File: src/rtl/mips_defs.sv
// Shared MIPS encoding constants used by the fetch/decode boundary logic.
package mips_defs;

  localparam logic [5:0] OP_SPECIAL = 6'b000000;
  localparam logic [5:0] OP_BEQ     = 6'b000100;
  localparam logic [5:0] OP_BNE     = 6'b000101;
  localparam logic [5:0] OP_J       = 6'b000010;
  localparam logic [5:0] OP_JAL     = 6'b000011;

  localparam logic [5:0] FUNCT_JR   = 6'b001000;

  localparam logic [31:0] NOP_WORD         = 32'h0000_0000;
  localparam logic [31:0] DEFAULT_RESET_PC = 32'h0000_3000;

  typedef enum logic [1:0] {
    NPC_SEQ,
    NPC_BR,
    NPC_JMP,
    NPC_JR
  } npc_sel_e;

  function automatic logic [31:0] branch_offset(input logic [15:0] imm16);
    return {{14{imm16[15]}}, imm16, 2'b00};
  endfunction

endpackage

File: src/rtl/npc_gen.sv
// Combinational next-PC selection from the instruction held in D.
module npc_gen
  import mips_defs::*;
(
  input  logic [31:0] InstrD,
  input  logic [31:0] PCD,
  input  logic [31:0] PCFD,
  input  logic        ValidD,
  input  logic [31:0] rs_data,
  input  logic [31:0] rt_data,
  output logic [31:0] NPC,
  output logic        taken
);

  logic [5:0]  opcode;
  logic [5:0]  funct;
  logic [15:0] imm16;
  logic [25:0] instr_index;
  logic [31:0] pc_seq;
  logic [31:0] pcd_plus4;
  logic [31:0] br_target;
  logic [31:0] j_target;
  npc_sel_e    sel;

  assign opcode      = InstrD[31:26];
  assign funct       = InstrD[5:0];
  assign imm16       = InstrD[15:0];
  assign instr_index = InstrD[25:0];

  assign pc_seq    = PCFD + 32'd4;
  assign pcd_plus4 = PCD + 32'd4;
  assign br_target = pcd_plus4 + branch_offset(imm16);
  assign j_target  = {pcd_plus4[31:28], instr_index, 2'b00};

  // A squashed or NOP slot in D never redirects.
  always_comb begin
    sel = NPC_SEQ;
    if (ValidD && (InstrD != NOP_WORD)) begin
      case (opcode)
        OP_BEQ:     if (rs_data == rt_data) sel = NPC_BR;
        OP_BNE:     if (rs_data != rt_data) sel = NPC_BR;
        OP_J,
        OP_JAL:     sel = NPC_JMP;
        OP_SPECIAL: if (funct == FUNCT_JR) sel = NPC_JR;
        default:    sel = NPC_SEQ;
      endcase
    end
  end

  always_comb begin
    NPC = pc_seq;
    case (sel)
      NPC_BR:  NPC = br_target;
      NPC_JMP: NPC = j_target;
      NPC_JR:  NPC = rs_data;
      default: NPC = pc_seq;
    endcase
  end

  assign taken = (sel != NPC_SEQ);

endmodule

File: src/rtl/fd_stage.sv
// F/D pipeline register with redirect squash and saturating stall counter.
// Build option: define FD_DELAY_SLOT_EN for MIPS delay-slot semantics (no squash).
module fd_stage
  import mips_defs::*;
#(
  parameter logic [31:0] RESET_PC   = DEFAULT_RESET_PC,
  parameter int          STALLCNT_W = 16
) (
  input  logic                  clk,
  input  logic                  reset,
  input  logic [31:0]           InstrFD,
  input  logic [31:0]           PCFD,
  input  logic                  stall,
  input  logic [31:0]           rs_data,
  input  logic [31:0]           rt_data,
  output logic                  EnPC,
  output logic [31:0]           NPC,
  output logic [31:0]           InstrD,
  output logic [31:0]           PCD,
  output logic                  ValidD,
  output logic [STALLCNT_W-1:0] StallCnt
);

  localparam logic [STALLCNT_W-1:0] CNT_ONE = {{(STALLCNT_W-1){1'b0}}, 1'b1};
  localparam logic [STALLCNT_W-1:0] CNT_MAX = {STALLCNT_W{1'b1}};

  logic taken;

  npc_gen u_npc_gen (
    .InstrD  (InstrD),
    .PCD     (PCD),
    .PCFD    (PCFD),
    .ValidD  (ValidD),
    .rs_data (rs_data),
    .rt_data (rt_data),
    .NPC     (NPC),
    .taken   (taken)
  );

  assign EnPC = ~stall;

`ifdef FD_DELAY_SLOT_EN
  // The slot after a taken redirect executes, so the redirect never kills F.
  always_ff @(posedge clk or posedge reset) begin
    if (reset) begin
      InstrD <= NOP_WORD;
      PCD    <= RESET_PC;
      ValidD <= 1'b0;
    end else if (!stall) begin
      InstrD <= InstrFD;
      PCD    <= PCFD;
      ValidD <= 1'b1;
    end
  end

  logic unused_taken;
  assign unused_taken = taken;
`else
  // Redirect is only committed once stall drops; while stalled it is re-evaluated.
  always_ff @(posedge clk or posedge reset) begin
    if (reset) begin
      InstrD <= NOP_WORD;
      PCD    <= RESET_PC;
      ValidD <= 1'b0;
    end else if (!stall) begin
      if (taken) begin
        InstrD <= NOP_WORD;
        PCD    <= PCFD;
        ValidD <= 1'b0;
      end else begin
        InstrD <= InstrFD;
        PCD    <= PCFD;
        ValidD <= 1'b1;
      end
    end
  end
`endif

  always_ff @(posedge clk or posedge reset) begin
    if (reset) begin
      StallCnt <= '0;
    end else if (stall && (StallCnt != CNT_MAX)) begin
      StallCnt <= StallCnt + CNT_ONE;
    end
  end

endmodule

File: config.mk
export PLATFORM = sky130hd
export DESIGN_NAME = fd_stage
export DESIGN_NICKNAME = d
export VERILOG_FILES = /design/src/rtl/mips_defs.sv /design/src/rtl/npc_gen.sv /design/src/rtl/fd_stage.sv
export SDC_FILE = /design/constraint.sdc
export NUM_CORES = 1
export LEC_CHECK = 0
export BUFFER_PORTS_ARGS = -buffer_cell sky130_fd_sc_hd__buf_2
export CAP_MARGIN = 20
export CORE_AREA = 3 3 177 179
export CTS_CLUSTER_DIAMETER = 150
export DETAILED_ROUTE_END_ITERATION = 10
export DIE_AREA = 0 0 180 182
export SLEW_MARGIN = 30
export SYNTH_ARGS = -nofsm -noshare
export SYNTH_HDL_FRONTEND = slang
export SYNTH_SLANG_ARGS = --single-unit
File: constraint.sdc
create_clock -name clk -period 6.15 [get_ports clk]
set_clock_uncertainty 0.05 [all_clocks]
set_input_delay 1.845 -clock clk [delete_from_list [all_inputs] [get_ports clk]]
set_output_delay 1.845 -clock clk [all_outputs]
set_load 0.03 [all_outputs]
### Word level (Yosys, flattened, before mapping)

Index checks and enable logic that the tools add are counted.

| storage, ports and cells | value |
|---|---|
| output and inout bits | 114 |
| input bits | 131 |
| flip-flop bits (word level) | 81 |
| logic and storage cells | 34 |

| cells by class | value |
|---|---|
| eq/ne operators | 11 |
| muxes and demuxes | 8 |
| add/sub/neg operators | 4 |
| reductions and logical operators | 6 |
| bitwise logic cells | 1 |

Operators with widths:

| cell | number |
|---|---|
| $pmux W32 S3 | 1 |
| $add A32 B3 Y32 const B | 2 |
| $add A32 B32 Y32 | 1 |
| $eq A32 B32 Y1 | 1 |
| $mux W32 | 1 |
| $ne A32 B32 Y1 | 1 |
| $reduce_bool A32 Y1 | 1 |
| $add A16 B1 Y16 const B | 1 |
| $ne A16 B16 Y1 const B | 1 |
| $eq A6 B2 Y1 const B | 2 |
| $eq A6 B3 Y1 const B | 2 |
| $pmux W2 S4 | 1 |
| $eq A6 B4 Y1 const B | 1 |
| $logic_not A6 Y1 | 1 |
| $eq A2 B2 Y1 const B | 2 |
| $mux W2 | 2 |
| $mux W1 | 3 |
| $eq A2 B1 Y1 const B | 1 |
| $logic_and A1 B1 Y1 | 2 |
| $reduce_bool A2 Y1 | 1 |
| $reduce_or A2 Y1 | 1 |
| $not A1 Y1 | 1 |

### Longest topological paths before layout

Gate-level depths: netlist of the first run.

| logic depth | value |
|---|---|
| word-level depth | 6 |
| gate-level depth with buffers | 18 |
| gate-level depth less buffers | 16 |

### Hierarchy

Synthesis of the first run repeated with hierarchy kept, for this count alone.

| unflattened totals | value |
|---|---|
| cell total of the unflattened synthesis | 828 |
| area, all modules | 7210.7 um2 |

By module, submodules not included:

| module | sequential area each (um2) | cells an instance | area each (um2) | times used |
|---|---|---|---|---|
| npc_gen | 0.0 | 601 | 4036.4 | 1 |
| fd_stage | 2029.4 | 227 | 3174.3 | 1 |

### Worst setup path before layout of the first run

Ideal clock, no wire load.

| path | value |
|---|---|
| path type | reg-to-output |
| start point | register PCD[2] |
| end point | output port NPC[27] |
| setup slack | -0.277 ns |
| stages on the path, launching flop included | 19 |
| required time | 4.255 ns |
| path buffers | 2 |
| arrival time | 4.532 ns |
| cells stage by stage | dfrtp_1 -> ha_1 -> nand3_1 -> or3_1 -> clkbuf_1 -> or2_2 -> nor2_1 -> nand2_1 -> xnor2_1 -> ha_1 -> clkbuf_1 -> a21oi_1 -> o21ai_0 -> or3_1 -> a211o_1 -> a21boi_0 -> nor2_1 -> xnor2_1 -> a221oi_1 |

| on the way | value |
|---|---|
| cells in the longest elaborated chain, start to end | 3 |

Ends and longest elaborated chain:

| element | RTL line | text |
|---|---|---|
| from (decl) | fd_stage.sv:19 | `output logic [31:0] PCD,` |
| from (signal assigned) | fd_stage.sv:63 | `PCD <= RESET_PC;` |
| from (signal assigned) | fd_stage.sv:68 | `PCD <= PCFD;` |
| from (signal assigned) | fd_stage.sv:72 | `PCD <= PCFD;` |
| $add A32 B3 Y32 | npc_gen.sv:31 | `assign pcd_plus4 = PCD + 32'd4;` |
| $add A32 B32 Y32 | npc_gen.sv:32 | `assign br_target = pcd_plus4 + branch_offset(imm16);` |
| $pmux W32 S3 | npc_gen.sv:52 | `case (sel)` |
| to (decl) | fd_stage.sv:17 | `output logic [31:0] NPC,` |

Every way passes these cells.

### Final worst setup path of the first run

| path | value |
|---|---|
| start point | input port rt_data[14] |
| end point | output port NPC[27] |

| on the way | value |
|---|---|
| cells in the longest elaborated chain, start to end | 6 |
| elaborated cells on any way between the ends | 10 |
| classes of those cells | eq/ne (5); mux (5) |

Ends and longest elaborated chain:

| element | RTL line | text |
|---|---|---|
| from (decl) | fd_stage.sv:15 | `input logic [31:0] rt_data,` |
| $ne A32 B32 Y1 or $eq A32 B32 Y1 (tied branches) | npc_gen.sv:41, npc_gen.sv:40 |  |
| $mux W1, on equally long branches | npc_gen.sv:41, npc_gen.sv:40 |  |
| $pmux W2 S4 (*) | npc_gen.sv:39 | `case (opcode)` |
| $mux W2 (*) | npc_gen.sv:38 | `if (ValidD && (InstrD != NOP_WORD)) begin` |
| $eq A2 B2 Y1 or $eq A2 B1 Y1 (tied branches) | npc_gen.sv:52 |  |
| $pmux W32 S3 (*) | npc_gen.sv:52 |  |

Every way passes the cells marked *; elsewhere a longest branch is shown, timed or not.

==> reports/qor.txt, run 1 <==
outcome: complete, but fails checks
violations in the final reports: negative setup slack
global routing met1 resource utilization: 26.7%
first-pass GRT wire length: 49900 um
Initial Utilization: 24.9%
worst reg2reg setup slack: 3.09 ns
root buf cell: sky130_fd_sc_hd__clkbuf_16
Max Root-Sink Buffers: 2
met3 global-route usage: 3.97%
post-route ant nets: 0
final non-filler cell total: 1617
Sinks on Clock Net: 81
Area contributors post-synth: sky130_fd_sc_hd__dfrtp_1 (27%), sky130_fd_sc_hd__xnor2_1 (11%), sky130_fd_sc_hd__ha_1 (6.8%)
count of max-cap constraint violations: 0
top-level I/O count: 245
async set or reset register ratio after synthesis: 100%
clock insertion delay at the later pin of the skew report: 0.36 ns
count of standard-cell rows: 63
CTS clock-pin slew for the worst setup and hold paths: 0.07 ns
initial antenna violation count: 1
Slew @ Worst Pin: 0.897 ns
most common cell in the netlist: sky130_fd_sc_hd__nand2_1
largest net degree at the start of global routing: 101
synthesized area per cell: 8.49 sq um
critical path data required time: 4.26 ns
commonest cells in the synthesized netlist: sky130_fd_sc_hd__nand2_1 (96), sky130_fd_sc_hd__xnor2_1 (90), sky130_fd_sc_hd__dfrtp_1 (79)
fraction of layout cells with a size suffix above 1: 41.9%
Placed Cells: 1590
all-layer global routing usage: 19.7%
Max Clock Freq: 0.156 GHz
post-route setup slack: -0.255 ns
vias per std cell: 5.05
most repeated library cell on the critical path: sky130_fd_sc_hd__buf_4
most frequently used flop master after synthesis: sky130_fd_sc_hd__dfrtp_1
met2 track utilization from global routing: 32.6%
critical path fanouts, max: 5
ant diodes: 0
worst-case headroom to the max-slew limit: 40.1%
count of warnings emitted by yosys: 0
area of the core: 0.0297 sq mm
P per Cell Area: 214 mW/mm^2
DRC violation total after the first TritonRoute iteration: 584
Cell Area, Synth: 0.00740 sq mm
proportion of netlist area held by the largest area contributor: 26.7%
synthesized netlist net count: 1044
TritonCTS clock tree: built
dpl ws: -0.357 ns
library cell contributing the largest single delay on the critical path: sky130_fd_sc_hd__a221oi_2
register area share after synthesis: 27.4%
number of buffers added by the clock tree synthesis step: 9
quantity of I/O buffers inserted on ports: 244
arrival time reported for the critical path endpoint: 4.51 ns
post-detailed-placement half-perimeter wirelength: 27200 um
Die Y-Extent: 182 um
unrepaired setup endpoints after global routing: yes
RD Place Congestion: 0.912
DIE WIDTH: 180 um
Worst Hold Class: register to register
Critical Path, Cell by Cell: buf_2, xnor2_2, buf_4, nand4_1, nor2_1, buf_4, and4_1, o2111ai_2, buf_4, a21oi_4, buf_12, buf_8, nor2_4, a221oi_2, buf_4
clock period minus worst slack: 6.41 ns
startpoint-to-endpoint class of the critical path: input port to output pin
number of global-route vias before repair: 8025
busiest metal layer after global routing: met2
delay of the slowest cell on the worst path: 0.38 ns
endpoint kind of the worst setup timing path: output pin
CTS H-tree depth: 3
routed via count: 8173
leakage power total: 0.00509 uW
number of setup violations in the final report: 31
Post-synth EDFFs: 0
area leader, netlist: sky130_fd_sc_hd__dfrtp_1
remaining routing DRC violations: 0
cells after synthesis: 872
synthesis-stage register bit count: 81
wire length reported by the detailed router: 33800 um
final hold violation count: 0
library cells used by synthesis: 65
overall die area: 0.0328 sq mm
Peak VDD IR: 0.182 mV
WL per Instance: 20.9 um
DR pass1 iterations: 5
Slew Viols, Final: 0
total grt overflow: 0
area added between synthesis and finish: 50.3%
final worst path period share: 104%
Worst setup SP type: input port
net total in the final layout: 1394
sum of negative setup slack: -3.61 ns
-- layout by cell type, fill, tap and decap left out, types with 35 or more instances in the layout --
cell type / instances
sky130_fd_sc_hd__xnor2_1: 75
sky130_fd_sc_hd__buf_4: 133
sky130_fd_sc_hd__buf_2: 205
sky130_fd_sc_hd__nand3_1: 69
sky130_fd_sc_hd__ha_1: 35
sky130_fd_sc_hd__o21ai_0: 48
sky130_fd_sc_hd__nor2_1: 43
sky130_fd_sc_hd__dfrtp_1: 79
sky130_fd_sc_hd__nand2_1: 93
-- state kept, by name (all words and copies together), names as in the netlist --
| name | cells |
|---|---|
| ValidD | 1 |
| InstrD | 32 |
| StallCnt | 16 |
| PCD | 32 |
-- per-layer routing --
metal	vias to the layer above	part of all wire (%)
li1	3881	-
met1	3965	45
met2	299	47
met3	26	6.3
met4	2	1.6
met5	-	0.038
-- worst max-delay path, delay by kind of cell --
family | cells | cell delay (ns)
AND/OR/NAND/NOR | 4 | 0.50
buffers and inverters | 7 | 1.18
AO/OA/AOI/OAI | 3 | 0.74
XOR/XNOR | 1 | 0.25
-- power breakdown --
part / internal (uW) / total [uW] / switching, uW
combinational: 473 / 1140 / 669
clock: 279 / 532 / 254
sequential: 597 / 708 / 111
-- worst paths after layout --
check,start,to,cells past startpoint
setup / recovery,rt_data[14],NPC[27],15
hold / removal,StallCnt[15]$_DFFE_PP0P_,StallCnt[15]$_DFFE_PP0P_,1
setup reg to reg,InstrD[19]$_DFFE_PP0N_,InstrD[5]$_DFFE_PP0N_,10
hold reg to reg,StallCnt[15]$_DFFE_PP0P_,StallCnt[15]$_DFFE_PP0P_,1
max in group asynchronous,reset,PCD[24]$_DFFE_PP0N_,3
min in group asynchronous,reset,InstrD[6]$_DFFE_PP0N_,2
-- cell families (layout without fill, tap and decap cells) --
| family | Yosys count | in the layout | share of synthesized area [%] |
|---|---|---|---|
| buffers and inverters | 55 | 410 | 3.28 |
| DFF | 81 | 81 | 27.4 |
| AOI/OAI and AO/OA | 171 | 171 | 14.9 |
| xor gates and xnor gates | 125 | 125 | 14.9 |
| muxes | 69 | 69 | 10.1 |
| adders and majority gates | 41 | 41 | 7.03 |
| and+or+nand+nor | 330 | 330 | 22.4 |
-- through the flow --
stage	area [sq um]	hold WS [ns]	total power, uW	utilization [%]
final	11100	0.450	2380	37.4
after global routing	11100	0.468	2510	37.4
after CTS	10600	0.447	2330	35.7
after detailed placement	9880	0.426	1750	33.2
after global placement	9880	0.429	1750	33.2
after floorplan	7410	0.538	1330	-
-- final cells by class --
type	instances	area [sq um]
fill	3080	18600
clock inverter	6	48.8
multi-input combinational	736	5720
sequential	81	2030
inverter	20	76.3
clock buffer	10	229
timing repair buffer	374	2530
tap	390	488
-- what timing repair did --
| action | in CTS | in global routing |
|---|---|---|
| hold buffers | 0 | 0 |
| pin swaps | 23 | 36 |
| buffers inserted | 4 | 9 |
| cloned | 1 | 1 |
| resized for setup | 79 | 117 |
| setup endpoints to repair | 31 | 32 |
Power figures use the tool's default switching activity.
==> run 2, diff against run 1 <==
- BUFFER_PORTS_ARGS: -buffer_cell sky130_fd_sc_hd__buf_2 -> unset
- CAP_MARGIN: 20 -> unset
- DONT_BUFFER_PORTS: unset -> 1
- REMOVE_ABC_BUFFERS: unset -> 1
==> reports/qor.txt, run 2 (synthesized netlist as in run 1, its figures left out) <==
area of the core: 0.0297 sq mm (unchanged)
Design Area, Final: 0.00978 sq mm (was 0.0111 sq mm)
wire length reported by the detailed router: 32200 um (was 33800 um)
most common library cell in the layout ignoring fill and taps: sky130_fd_sc_hd__buf_4 (was sky130_fd_sc_hd__buf_2)
area added between synthesis and finish: 32.1% (was 50.3%)
routed via count: 7307 (was 8173)
largest net degree at the start of global routing: 102 (was 101)
Slew @ Worst Pin: 0.724 ns (was 0.897 ns)
CTS clock-pin slew for the worst setup and hold paths: 0.07 ns (about the same)
clock insertion delay at the later pin of the skew report: 0.36 ns (about the same)
startpoint-to-endpoint class of the critical path: input port to output pin (unchanged)
portion of total power attributed to combinational logic: 39.7% (was 47.9%)
root buf cell: sky130_fd_sc_hd__clkbuf_16 (unchanged)
Placed Cells: 1340 (was 1590)
arrival time reported for the critical path endpoint: 4.26 ns (was 4.51 ns)
DRC violation total after the first TritonRoute iteration: 435 (was 584)
Worst setup SP type: input port (unchanged)
initial antenna violation count: 1 (unchanged)
Die Y-Extent: 182 um (unchanged)
final hold violation count: 0 (unchanged)
worst-case headroom to the max-slew limit: 51.3% (was 40.1%)
post-route ant nets: 0 (unchanged)
total power consumption of the routed design: 2230 uW (was 2380 uW)
outcome: complete, but fails checks (unchanged)
switching share of power: 43.0% (was 43.4%)
TritonCTS clock tree: built (unchanged)
vias per std cell: 5.29 (was 5.05)
power spent charging and discharging nets: 958 uW (was 1030 uW)
Max Clock Freq: 0.163 GHz (was 0.156 GHz)
number of setup violations in the final report: 1 (was 31)
CTS H-tree depth: 3 (unchanged)
all-layer global routing usage: 18.6% (was 19.7%)
critical path data required time: 4.26 ns (about the same)
overall die area: 0.0328 sq mm (unchanged)
Initial Utilization: 24.9% (unchanged)
post-route setup slack: -0.00292 ns (was -0.255 ns)
remaining routing DRC violations: 0 (unchanged)
registers with the highest flip-flop counts: InstrD x32, PCD x32, StallCnt x16 (unchanged)
fraction of layout cells with a size suffix above 1: 29.3% (was 41.9%)
number of global-route vias before repair: 7099 (was 8025)
Worst Hold Class: register to register (unchanged)
ant diodes: 0 (unchanged)
Slew Viols, Final: 0 (unchanged)
sequential group share of total power: 36.3% (was 29.7%)
number of buffers added by the clock tree synthesis step: 9 (unchanged)
leakage power total: 0.00408 uW (was 0.00509 uW)
hold buffer count at cts: 0 (unchanged)
unrepaired setup endpoints after global routing: yes (unchanged)
WL per Instance: 23.3 um (was 20.9 um)
share of total power in the clock network: 24.0% (was 22.3%)
endpoint kind of the worst setup timing path: output pin (unchanged)
total area of multi-input combinational cells: 0.00580 sq mm (was 0.00572 sq mm)
count of standard-cell rows: 63 (unchanged)
placed standard-cell area: 0.00860 sq mm (was 0.00988 sq mm)
final worst path period share: 100% (was 104%)
top-level I/O count: 245 (unchanged)
highest-count cells in the layout ignoring fill and taps: sky130_fd_sc_hd__buf_4 (120), sky130_fd_sc_hd__nand2_1 (92), sky130_fd_sc_hd__dfrtp_1 (79) (was sky130_fd_sc_hd__buf_2 (205), sky130_fd_sc_hd__buf_4 (133), sky130_fd_sc_hd__nand2_1 (93))
count of max-cap constraint violations: 0 (unchanged)
critical path fanouts, max: 11 (was 5)
RD Place Congestion: 0.929 (was 0.912)
Peak VDD IR: 0.212 mV (was 0.182 mV)
final non-filler cell total: 1380 (was 1617)
final core utilization: 32.9% (was 37.4%)
DIE WIDTH: 180 um (unchanged)
Max Root-Sink Buffers: 2 (unchanged)
post-detailed-placement half-perimeter wirelength: 25500 um (was 27200 um)
quantity of I/O buffers inserted on ports: 0 (was 244)
net total in the final layout: 1157 (was 1394)
DR pass1 iterations: 5 (unchanged)
total grt overflow: 0 (unchanged)
Sinks on Clock Net: 81 (unchanged)
layout filler cell count: 3058 (was 3080)
first-pass GRT wire length: 46500 um (was 49900 um)
P per Cell Area: 228 mW/mm^2 (was 214 mW/mm^2)
Int Pwr: 1270 uW (was 1350 uW)
violations in the final reports: negative setup slack (unchanged)
sum of negative setup slack: -0.00292 ns (was -3.61 ns)
clock period minus worst slack: 6.15 ns (was 6.41 ns)
flip-flop and latch area: 0.00203 sq mm (unchanged)
## run 2: through the flow
step | setup WS, ns | hold slack (ns)
final | -0.00292 | 0.644
after global routing | -0.150 | 0.690
after CTS | -0.0304 | 0.651
after detailed placement | -0.369 | 0.639
after global placement | -0.329 | 0.632
after floorplan | -0.358 | 0.532
## run 2: repair_timing
action	CTS	global route
setup buffers	14	14
setup endpoints to repair	29	30
gates resized for setup	55	81
pin swaps	30	34
cloned	1	1
## run 2: critical path, stage by stage
cell and delay, ns:
sky130_fd_sc_hd__xnor2_2 0.19, sky130_fd_sc_hd__buf_4 0.17, sky130_fd_sc_hd__nand4_1 0.11, sky130_fd_sc_hd__buf_4 0.17, sky130_fd_sc_hd__nor2_1 0.16, sky130_fd_sc_hd__and4_4 0.26
sky130_fd_sc_hd__o2111ai_4 0.16, sky130_fd_sc_hd__a21oi_4 0.29, sky130_fd_sc_hd__buf_4 0.28, sky130_fd_sc_hd__mux2i_1 0.11, sky130_fd_sc_hd__mux2i_1 0.27, sky130_fd_sc_hd__buf_4 0.22
## run 2: final cells by class
cell class,count,share of cell area [%]
clock buffer,9,2.30
inverter,20,0.781
multi-input combinational,737,59.3
tap,390,4.99
clock inverter,7,0.538
timing repair buffer,136,11.3
sequential,81,20.8
## run 2: layer usage
metal,track usage [%],vias up,wire [um]
li1,-,3398,-
met3,5.59,37,2630
met5,0,-,10
met1,22.6,3599,12800
met4,5.94,2,770
met2,31.8,271,16000
## run 2: worst paths after layout
| check | start | endpoint | slack (ns) | cells after the start |
|---|---|---|---|---|
| min in group asynchronous | reset | InstrD[12]$_DFFE_PP0N_ | 1.41 | 1 |
| setup reg to reg | InstrD[22]$_DFFE_PP0N_ | InstrD[13]$_DFFE_PP0N_ | 3.10 | 11 |
| setup / recovery | rt_data[15] | NPC[2] | -0.003 | 12 |
| max in group asynchronous | reset | PCD[7]$_DFFE_PP0N_ | 3.52 | 2 |
| hold / removal | StallCnt[12]$_DFFE_PP0P_ | StallCnt[12]$_DFFE_PP0P_ | 0.64 | 1 |
| hold reg to reg | StallCnt[12]$_DFFE_PP0P_ | StallCnt[12]$_DFFE_PP0P_ | 0.64 | 1 |
## run 2: power groups by stage
stage | logic [uW] | clock network, uW | registers, uW
finish | 885 | 534 | 808
global route | 961 | 570 | 822
CTS | 821 | 548 | 806
detailed placement | 780 | 0 | 816
global placement | 771 | 0 | 814
floorplan | 507 | 0 | 813
==> run 3, diff against run 2 <==
- CELL_PAD_IN_SITES_DETAIL_PLACEMENT: unset -> 0
- CELL_PAD_IN_SITES_GLOBAL_PLACEMENT: unset -> 2
- PLACE_DENSITY_LB_ADDON: unset -> 0.1
==> reports/qor.txt, run 3 (synthesized netlist as in run 1, its figures left out) <==
outcome: complete, no violations (was complete, but fails checks)
layout filler cell count: 3132 (was 3058)
first-pass GRT wire length: 50000 um (was 46500 um)
area added between synthesis and finish: 30.9% (was 32.1%)
arrival time reported for the critical path endpoint: 4.25 ns (was 4.26 ns)
fraction of layout cells with a size suffix above 1: 28.7% (was 29.3%)
worst-case headroom to the max-slew limit: 44.6% (was 51.3%)
total power consumption of the routed design: 2250 uW (was 2230 uW)
final worst hold slack: 0.652 ns (was 0.644 ns)
Die Y-Extent: 182 um (unchanged)
critical path fanouts, max: 6 (was 11)
CTS H-tree depth: 3 (unchanged)
unrepaired setup endpoints after global routing: yes (unchanged)
initial antenna violation count: 1 (unchanged)
Slew Viols, Final: 0 (unchanged)
Sinks on Clock Net: 81 (unchanged)
CTS clock-pin slew for the worst setup and hold paths: 0.06 ns (was 0.07 ns)
total grt overflow: 0 (unchanged)
leakage power total: 0.00406 uW (was 0.00408 uW)
vias per std cell: 5.28 (was 5.29)
count of standard-cell rows: 63 (unchanged)
worst reg2reg setup slack: 2.73 ns (was 3.10 ns)
count of max-cap constraint violations: 0 (unchanged)
endpoint kind of the worst setup timing path: output pin (unchanged)
Slew @ Worst Pin: 0.824 ns (was 0.724 ns)
wire length reported by the detailed router: 33900 um (was 32200 um)
delay of the slowest cell on the worst path: 0.53 ns (was 0.29 ns)
Peak VDD IR: 0.149 mV (was 0.212 mV)
root buf cell: sky130_fd_sc_hd__clkbuf_16 (unchanged)
Worst setup SP type: input port (unchanged)
DRC violation total after the first TritonRoute iteration: 407 (was 435)
DR pass1 iterations: 5 (unchanged)
Initial Utilization: 24.9% (unchanged)
Critical Path, Cell by Cell: xnor2_4, nand4_1, nor4_4, and4_4, o2111ai_4, a21o_4, or4_1, o211ai_1, buf_4 (was xnor2_2, buf_4, nand4_1, buf_4, nor2_1, and4_4, o2111ai_4, a21oi_4, buf_4, mux2i_1, mux2i_1, buf_4)
Worst Hold Class: register to register (unchanged)
final hold violation count: 0 (unchanged)
registers with the highest flip-flop counts: InstrD x32, PCD x32, StallCnt x16 (unchanged)
number of buffers added by the clock tree synthesis step: 9 (unchanged)
quantity of I/O buffers inserted on ports: 0 (unchanged)
WL per Instance: 24.7 um (was 23.3 um)
final core utilization: 32.6% (was 32.9%)
critical path data required time: 4.26 ns (about the same)
Design Area, Final: 0.00969 sq mm (was 0.00978 sq mm)
post-route setup slack: 0.00483 ns (was -0.00292 ns)
ant diodes: 0 (unchanged)
P per Cell Area: 232 mW/mm^2 (was 228 mW/mm^2)
Max Clock Freq: 0.163 GHz (about the same)
final worst path period share: 99.9% (was 100%)
largest net degree at the start of global routing: 102 (unchanged)
number of global-route vias before repair: 7401 (was 7099)
gate family responsible for the most delay along the worst path: simple AND/OR/NAND/NOR gates (was buffers and inverters)
Max Root-Sink Buffers: 2 (unchanged)
post-route ant nets: 0 (unchanged)
RD Place Congestion: 0.840 (was 0.929)
clock insertion delay at the later pin of the skew report: 0.36 ns (about the same)
remaining routing DRC violations: 0 (unchanged)
critical path buffer and inverter count: 1 (was 4)
hold buffer count at cts: 0 (unchanged)
post-detailed-placement half-perimeter wirelength: 27400 um (was 25500 um)
startpoint-to-endpoint class of the critical path: input port to output pin (unchanged)
net total in the final layout: 1151 (was 1157)
DIE WIDTH: 180 um (unchanged)
clock period minus worst slack: 6.15 ns (about the same)
top-level I/O count: 245 (unchanged)
number of setup violations in the final report: 0 (was 1)
area of the core: 0.0297 sq mm (unchanged)
overall die area: 0.0328 sq mm (unchanged)
placed standard-cell area: 0.00870 sq mm (was 0.00860 sq mm)
routed via count: 7254 (was 7307)
dpl ws: -0.257 ns (was -0.369 ns)
most common library cell in the layout ignoring fill and taps: sky130_fd_sc_hd__buf_4 (unchanged)
all-layer global routing usage: 20.1% (was 18.6%)
library cell contributing the largest single delay on the critical path: sky130_fd_sc_hd__or4_1 (was sky130_fd_sc_hd__a21oi_4)
TritonCTS clock tree: built (unchanged)
highest-count cells in the layout ignoring fill and taps: sky130_fd_sc_hd__buf_4 (123), sky130_fd_sc_hd__nand2_1 (92), sky130_fd_sc_hd__dfrtp_1 (79) (was sky130_fd_sc_hd__buf_4 (120), sky130_fd_sc_hd__nand2_1 (92), sky130_fd_sc_hd__dfrtp_1 (79))
-- run 3: changes by cell type in the layout (fill, tap and decap cells not counted), sizes merged --
cell / change
buf: -4
a21o: -1
clkbuf: -1
clkinv: -2
inv: +2
-- run 3: area by class of cell --
class	count	area, sq um	share of cell area, %
multi-input combinational	736	5770	59.5
sequential	81	2030	21.0
timing repair buffer	131	1040	10.7
tap	390	488	5.04
clock buffer	9	225	2.32
inverter	20	76.3	0.788
clock inverter	7	61.3	0.633
-- run 3: what timing repair did --
action	CTS	global route
endpoints found under the setup margin	31	23
pin swaps	31	37
buffers inserted	7	6
gates resized for setup	64	58
-- run 3: tightest hold or removal path, delay by kind of cell, from the launching register on --
kind / cells / cell delay [ns]
multiplexers: 1 / 0.16
buffers and inverters: 1 / 0.17
flip-flops: 1 / 0.34
-- run 3: routing by layer --
metal	global-route usage, %	vias to the layer above	share of wire (%)
li1	-	3398	-
met1	25.2	3576	42
met2	34.3	249	50
met3	5.85	29	7.3
met4	4.61	2	1.7
met5	0	-	0.038
-- run 3: path summary, 6_finish.rpt --
kind | start | end | cells after the start
max | rt_data[9] | NPC[19] | 9
min | PCD[16]$_DFFE_PP0N_ | PCD[16]$_DFFE_PP0N_ | 2
max reg2reg | InstrD[22]$_DFFE_PP0N_ | InstrD[19]$_DFFE_PP0N_ | 11
min reg2reg | PCD[16]$_DFFE_PP0N_ | PCD[16]$_DFFE_PP0N_ | 2
max in group asynchronous | reset | PCD[14]$_DFFE_PP0N_ | 2
min in group asynchronous | reset | PCD[30]$_DFFE_PP0N_ | 1
-- run 3: power by group --
part | total [uW] | internal, uW | switching, uW | leakage [uW]
Sequential | 798 | 595 | 203 | 0.000981
Clock | 561 | 284 | 278 | 0.000140
Combinational | 892 | 388 | 503 | 0.00294
Total | 2250 | 1270 | 984 | 0.00406
-- run 3: metrics by stage --
step / cells / TNS, ns
3_5_place_dp: 1350 / -2.85
4_1_cts: 1370 / -0.0780
2_1_floorplan: 837 / -2.48
3_3_place_gp: 1350 / -3.43
6_report: 1374 / 0
5_1_grt: 1374 / -0.243
